[config.mk]
export PLATFORM = sky130hd
export DESIGN_NAME = if_id_buffer
export DESIGN_NICKNAME = d
export VERILOG_FILES = /design/src/rtl/arm_pipeline_defs.sv /design/src/rtl/fifo_ptr_ctrl.sv /design/src/rtl/if_id_buffer.sv
export SDC_FILE = /design/constraint.sdc
export NUM_CORES = 1
export LEC_CHECK = 0
export BUFFER_PORTS_ARGS = -buffer_cell sky130_fd_sc_hd__buf_2
export CORE_AREA = 8 8 153 155
export CTS_CLUSTER_SIZE = 40
export DETAILED_ROUTE_END_ITERATION = 7
export DIE_AREA = 0 0 161 163
export PLACE_DENSITY = 0.7
export SETUP_SLACK_MARGIN = 0.05
export SYNTH_ARGS = -nofsm -noshare
export SYNTH_HDL_FRONTEND = slang
export SYNTH_SLANG_ARGS = --single-unit
export TNS_END_PERCENT = 20
[constraint.sdc]
create_clock -name clk -period 4 [get_ports clk]
set_input_delay 0.4 -clock clk [delete_from_list [all_inputs] [get_ports clk]]
set_output_delay 0.4 -clock clk [all_outputs]
set_load 0.02 [all_outputs]
[src/rtl/arm_pipeline_defs.sv]
// Shared fetch/decode pipeline definitions: default word width, bubble encoding,
// layout of a buffered {PC+4, instruction} entry and the buffer occupancy states.
package arm_pipeline_defs;

    localparam int unsigned DEFAULT_DATA_WIDTH = 32;
    localparam logic [31:0] NOP_INSTRUCTION    = 32'h0;

    // Entry layout for the default width: PC+4 in the upper word, instruction in the lower
    localparam int unsigned ENTRY_PC_MSB    = 2 * DEFAULT_DATA_WIDTH - 1;
    localparam int unsigned ENTRY_PC_LSB    = DEFAULT_DATA_WIDTH;
    localparam int unsigned ENTRY_INSTR_MSB = DEFAULT_DATA_WIDTH - 1;
    localparam int unsigned ENTRY_INSTR_LSB = 0;

    typedef enum logic [1:0] {
        OCC_EMPTY,
        OCC_PARTIAL,
        OCC_FULL
    } occ_state_e;

endpackage

[src/rtl/fifo_ptr_ctrl.sv]
// Pointer/occupancy controller for the IF/ID buffer: flush beats push/pop,
// a full buffer refuses a push even when a pop happens in the same cycle.
module fifo_ptr_ctrl
    import arm_pipeline_defs::*;
#(
    parameter int unsigned DEPTH     = 4,
    parameter int unsigned PTR_WIDTH = 2
) (
    input  logic                 clk,
    input  logic                 reset,
    input  logic                 push_req,
    input  logic                 pop_req,
    input  logic                 flush,
    output logic [PTR_WIDTH-1:0] wr_ptr,
    output logic [PTR_WIDTH-1:0] rd_ptr,
    output logic [PTR_WIDTH:0]   count,
    output logic                 push_en,
    output logic                 pop_en,
    output logic                 full,
    output logic                 empty
);

    localparam logic [PTR_WIDTH-1:0] PTR_ONE  = PTR_WIDTH'(1);
    localparam logic [PTR_WIDTH:0]   CNT_ONE  = (PTR_WIDTH + 1)'(1);
    localparam logic [PTR_WIDTH:0]   CNT_FULL = (PTR_WIDTH + 1)'(DEPTH);

    logic [PTR_WIDTH-1:0] wr_ptr_q, wr_ptr_d;
    logic [PTR_WIDTH-1:0] rd_ptr_q, rd_ptr_d;
    logic [PTR_WIDTH:0]   count_q, count_d;
    occ_state_e           occ;

    always_comb begin
        occ = OCC_PARTIAL;
        if (count_q == '0) begin
            occ = OCC_EMPTY;
        end else if (count_q == CNT_FULL) begin
            occ = OCC_FULL;
        end
    end

    assign full    = (occ == OCC_FULL);
    assign empty   = (occ == OCC_EMPTY);
    assign push_en = push_req && !full && !flush;
    assign pop_en  = pop_req && !empty && !flush;

    always_comb begin
        wr_ptr_d = wr_ptr_q;
        rd_ptr_d = rd_ptr_q;
        count_d  = count_q;
        if (flush) begin
            wr_ptr_d = '0;
            rd_ptr_d = '0;
            count_d  = '0;
        end else begin
            if (push_en) wr_ptr_d = wr_ptr_q + PTR_ONE;
            if (pop_en)  rd_ptr_d = rd_ptr_q + PTR_ONE;
            case ({push_en, pop_en})
                2'b10:   count_d = count_q + CNT_ONE;
                2'b01:   count_d = count_q - CNT_ONE;
                default: count_d = count_q;
            endcase
        end
    end

    always_ff @(posedge clk or posedge reset) begin
        if (reset) begin
            wr_ptr_q <= '0;
            rd_ptr_q <= '0;
            count_q  <= '0;
        end else begin
            wr_ptr_q <= wr_ptr_d;
            rd_ptr_q <= rd_ptr_d;
            count_q  <= count_d;
        end
    end

    assign wr_ptr = wr_ptr_q;
    assign rd_ptr = rd_ptr_q;
    assign count  = count_q;

endmodule

[src/rtl/if_id_buffer.sv]
// IF/ID decoupling FIFO: queues {PC+4, instruction} from fetch, presents the oldest to decode.
// Optional stall/flush statistics counters under `IF_ID_BUFFER_STATS_EN.
module if_id_buffer
    import arm_pipeline_defs::*;
#(
    parameter int unsigned DATA_WIDTH = DEFAULT_DATA_WIDTH,
    parameter int unsigned DEPTH      = 4,
    parameter int unsigned PTR_WIDTH  = 2
) (
    input  logic                  clk,
    input  logic                  reset,
    input  logic [DATA_WIDTH-1:0] i_Pc,
    input  logic [DATA_WIDTH-1:0] i_Instruction,
    input  logic                  i_Valid,
    output logic                  o_Ready,
    input  logic                  i_Flush,
    output logic [DATA_WIDTH-1:0] o_Pc,
    output logic [DATA_WIDTH-1:0] o_Instruction,
    output logic                  o_Valid,
    input  logic                  i_Ready,
    output logic [PTR_WIDTH:0]    o_Count
`ifdef IF_ID_BUFFER_STATS_EN
   ,output logic [15:0]           o_Stall_Cycles,
    output logic [15:0]           o_Flush_Count
`endif
);

    logic [PTR_WIDTH-1:0]    wr_ptr, rd_ptr;
    logic [PTR_WIDTH:0]      count;
    logic                    push_en, pop_en, full, empty;
    logic [2*DATA_WIDTH-1:0] mem_q [DEPTH];
    logic [2*DATA_WIDTH-1:0] head_entry;

    fifo_ptr_ctrl #(
        .DEPTH     (DEPTH),
        .PTR_WIDTH (PTR_WIDTH)
    ) u_ptr_ctrl (
        .clk      (clk),
        .reset    (reset),
        .push_req (i_Valid),
        .pop_req  (i_Ready),
        .flush    (i_Flush),
        .wr_ptr   (wr_ptr),
        .rd_ptr   (rd_ptr),
        .count    (count),
        .push_en  (push_en),
        .pop_en   (pop_en),
        .full     (full),
        .empty    (empty)
    );

    // Storage is not reset; an empty buffer never exposes it
    always_ff @(posedge clk) begin
        if (push_en) begin
            mem_q[wr_ptr] <= {i_Pc, i_Instruction};
        end
    end

    assign head_entry = mem_q[rd_ptr];

    always_comb begin
        o_Pc          = '0;
        o_Instruction = DATA_WIDTH'(NOP_INSTRUCTION);
        if (!empty) begin
            o_Pc          = head_entry[2*DATA_WIDTH-1 -: DATA_WIDTH];
            o_Instruction = head_entry[DATA_WIDTH-1:0];
        end
    end

    assign o_Valid = !empty;
    assign o_Ready = !full;
    assign o_Count = count;

`ifdef IF_ID_BUFFER_STATS_EN
    logic [15:0] stall_q, stall_d;
    logic [15:0] flush_cnt_q, flush_cnt_d;

    always_comb begin
        stall_d     = stall_q;
        flush_cnt_d = flush_cnt_q;
        if (!empty && !i_Ready && !i_Flush && (stall_q != '1)) begin
            stall_d = stall_q + 16'd1;
        end
        if (i_Flush && !empty && (flush_cnt_q != '1)) begin
            flush_cnt_d = flush_cnt_q + 16'd1;
        end
    end

    always_ff @(posedge clk or posedge reset) begin
        if (reset) begin
            stall_q     <= '0;
            flush_cnt_q <= '0;
        end else begin
            stall_q     <= stall_d;
            flush_cnt_q <= flush_cnt_d;
        end
    end

    assign o_Stall_Cycles = stall_q;
    assign o_Flush_Count  = flush_cnt_q;
`endif

    logic unused_pop;
    assign unused_pop = pop_en;

endmodule

==> flow_summary.yaml <==
drt:
  via_count: 4905
  post-route-drc-count: 0
  drtIter0Drc: 302
  detail_route.wirelength_mm: 19.3
  firstDrtPassIters: 4
  wire_per_inst_um: 21.3
  final_antenna_net_count: 0
  route.detailed.vias_per_inst: 5.41
cts:
  cts_max_level: 1
  clock_sinks: 263
  clk_pin_slew_worst_paths_ns: 0.06
  clk_path_buf_depth: 3
  cts-root-buf: "clkbuf_16"
  cts.repair.resized: 0
  cts_buffers: 26
  tritoncts: "yes"
  clkLatencyLatePin_ns: 0.51
  cts_setup_buffers: 0
final_layout:
  finish.utilization: 0.577
  filler_cell_count: 1558
  syn_to_final_growth_pct: 17.4
  layout-drive-gt1-share: 0.391
  area_occupied_by_registers_mm2: 0.00787
  design.final.nets: 688
  area_of_the_multi_input_gates_mm2: 0.00220
global_routing:
  globalRouteTotalUtil: 0.148
  antenna_found_initial: 3
  grt_pass1_vias: 5464
  grt_start_max_net_pins: 68
  grt_overflow: 0
  grt_first_pass_wirelength_mm: 30.3
sta:
  finalCriticalPeriod_ns: 3.01
  final.setup_skew_ns: 0.00560
  rsz0062_at_grt: "false"
  fin_hold_viols: 0
  worst-slew-pin-transition_ns: 1.01
  final_min_period_over_clock_period: 0.754
  timing.max_slew.rel_slack: 0.327
  setup_viol_count_final: 0
  timing.final.max_slew_violations: 0
  setup-tns-final_ns: 0
  achievable_clock_frequency_mhz: 332
pwr:
  seq_power_share: 0.490
  leakage_uw: 0.00412
  intPower_uw: 5000
  combinationalPowerShare: 0.140
  power.share.clock: 0.370
  switching_share_of_power: 0.236
  ir_worst_vdd_mv: 0.360
  power.density_cell_area_mw_per_mm2: 544
  power.switching_uw: 1540
placed_design:
  place.detailed.hpwl_mm: 11.1
  gp_routability_congestion: 0.776
  place.port_buffers: 137
floorplanning:
  fp.dieW_um: 161
  start_util: 0.491
  floorplan.rows: 53
  design.portCount: 138
  design.die.area_mm2: 0.0262
  placeableCoreArea_mm2: 0.0208
  floorplan.die.height_um: 163
synth:
  post_synth_xor_area_fraction: 0.00257
  postSynthAreaPerCell_um2: 21.6
  post_synth_num_cell_types: 32
  synthesis.area_mm2: 0.0102
  synth-seq-cells: 263
  yosys.area_share.adder: 0.00685
  synth.net_count: 547
  number_of_synthesized_flops_with_an_enable_pin: 256
  synth_top_flop_cell: "edfxtp_1"
  ys_warn_count: 0
  synth_top_family_by_area: "multiplexers"
  synth_sequential_area_ratio: 0.769
  fraction_of_the_mapped_netlist_area_in_simple_logic_gates: 0.0539
  share_of_the_synthesized_area_in_compound_gates_ao_oa_aoi_oai: 0.00917
  synthesis.instances: 473
  proportion_of_synthesized_area_in_mux_cells: 0.142
  synthArstFlopShare: 0.0266
critical_path:
  worst-r2r-setup-slack_ns: 1.25
  end_kind: "output pin"
  worst-setup-path-type: "flip-flop to output pin"
  crit_arrival_ns: 2.61
  required_time_worst_endpoint_ns: 3.60
  cp_slowest_cell: "dfrtp_4"
  worst-r2r-cell-count: 6
  worst_path_largest_cell_delay_ns: 0.82
  worstPathMaxFanout: 28
  worstSetupStartpointType: "flip-flop"
  worst_r2r_startpoint: "u_ptr_ctrl.count[1]$_DFFE_PP0P_"
  cells_traversed_along_the_worst_timing_path: "buf_4 -> mux4_2 -> and2_1 -> buf_2"
  worstSetupEndpoint: "o_Pc[22]"
  timing.critical_path.from: "u_ptr_ctrl.rd_ptr[0]$_DFFE_PP0P_"
  endpoint_of_the_worst_slack_reg_to_reg_timing_path: "u_ptr_ctrl.count[1]$_DFFE_PP0P_"
hold_path:
  hold_path_class: "input port to flip-flop"
  hold-path-cell-count: 1
status:
  run_status: "finished, final reports clean"
run:
  max-cap-violations: 0
==> cells in the mapped netlist, drive strengths merged (2+ instances only) <==
cell type,instances,area [um^2]
nor2,5,18.8
ha,4,50.1
nand2,5,18.8
o21ai,3,15.0
edfxtp,256,7690
a31oi,2,12.5
mux4,64,1440
dfrtp,7,175
clkbuf,9,33.8
buf,18,126
and2,69,432
nand2b,3,18.8
nand3,5,25.0
a21oi,4,20.0
inv,3,11.3
xor2,2,17.5
==> how the worst min path moves through the flow <==
stage | start | end | slack, ns
2_1_floorplan | reset | u_ptr_ctrl.count[0]$_DFFE_PP0P_ | 0.20
3_3_place_gp | reset | u_ptr_ctrl.count[2]$_DFFE_PP0P_ | 0.33
3_5_place_dp | reset | u_ptr_ctrl.count[0]$_DFFE_PP0P_ | 0.35
4_1_cts | i_Instruction[21] | mem_q[0][21]$_DFFE_PP_ | 0.08
5_1_grt | i_Instruction[21] | mem_q[0][21]$_DFFE_PP_ | 0.09
6_report | i_Pc[0] | mem_q[3][32]$_DFFE_PP_ | 0.10
==> placed cells by master (no fill, tap or decap), drive strengths merged, types with 2 or more instances in the layout <==
master | synthesis | routed
a21oi | 4 | 4
a31oi | 2 | 2
and2 | 69 | 69
buf | 18 | 139
bufinv | 0 | 4
clkbuf | 9 | 29
clkinv | 0 | 12
dfrtp | 7 | 7
edfxtp | 256 | 256
ha | 4 | 4
inv | 3 | 3
mux4 | 64 | 64
nand2 | 5 | 5
nand2b | 3 | 3
nand3 | 5 | 5
nor2 | 5 | 5
o21ai | 3 | 3
xor2 | 2 | 2
==> metal layers <==
metal / vias up / part of all wire / global-route usage
met2: 165 / 0.50 / 0.256
met4: 4 / 0.020 / 0.0362
met5: - / 0.0012 / 0
li1: 2189 / - / -
met1: 2513 / 0.41 / 0.183
met3: 34 / 0.070 / 0.0387
==> per-stage QoR <==
stage	worst slack [ns]	cells	total power (uW)	hold slack, ns	cell area (um^2)
2_1_floorplan	0.778	473	3890	0.203	10200
3_3_place_gp	1.34	860	4180	0.335	11100
3_5_place_dp	1.27	860	4210	0.348	11100
4_1_cts	0.902	906	6620	0.0822	12000
5_1_grt	0.807	907	6770	0.0886	12000
6_report	0.985	907	6540	0.101	12000
==> flip-flops by register name (all words and copies together), names as in the netlist <==
name	cells
u_ptr_ctrl.count	3
mem_q	256
u_ptr_ctrl.rd_ptr	2
u_ptr_ctrl.wr_ptr	2
==> area by class of cell <==
cell class                      instances  area share
Sequential cell                       263       0.655
Timing Repair Buffer                  140      0.0602
Antenna cell                            1    0.000208
Multi-Input combinational cell        180       0.184
Tap cell                              275      0.0286
Clock buffer                           29      0.0569
Clock inverter                         16      0.0143
Inverter                                3    0.000938
==> critical path, delay by kind of cell, from the launching register on <==
kind                   cells  cell delay [ns]
buffers and inverters      2             0.54
flip-flops                 1             0.82
multiplexers               1             0.53
AND/OR/NAND/NOR            1             0.20
==> kinds of logic after synthesis <==
group           after synthesis
flops                       263
simple gates                 92
mux                          65
buf+inv                      30
compound gates               15
fa+ha+maj                     5
xor+xnor                      3
==> power groups by stage <==
stage                     Sequential [uW]  Clock [uW]  Combinational [uW]
after global placement               3260           0                 926
after CTS                            3210        2470                 943
final                                3210        2420                 916
after detailed placement             3270           0                 939
after floorplan                      3210           0                 678
after global routing                 3220        2560                 994
==> timing repair <==
action                                  CTS  global route
hold buffers                              1             0
endpoints found under the hold margin     7             0
endpoints found under the setup margin    0             0
Note: power is estimated with default switching activity, not from simulation.
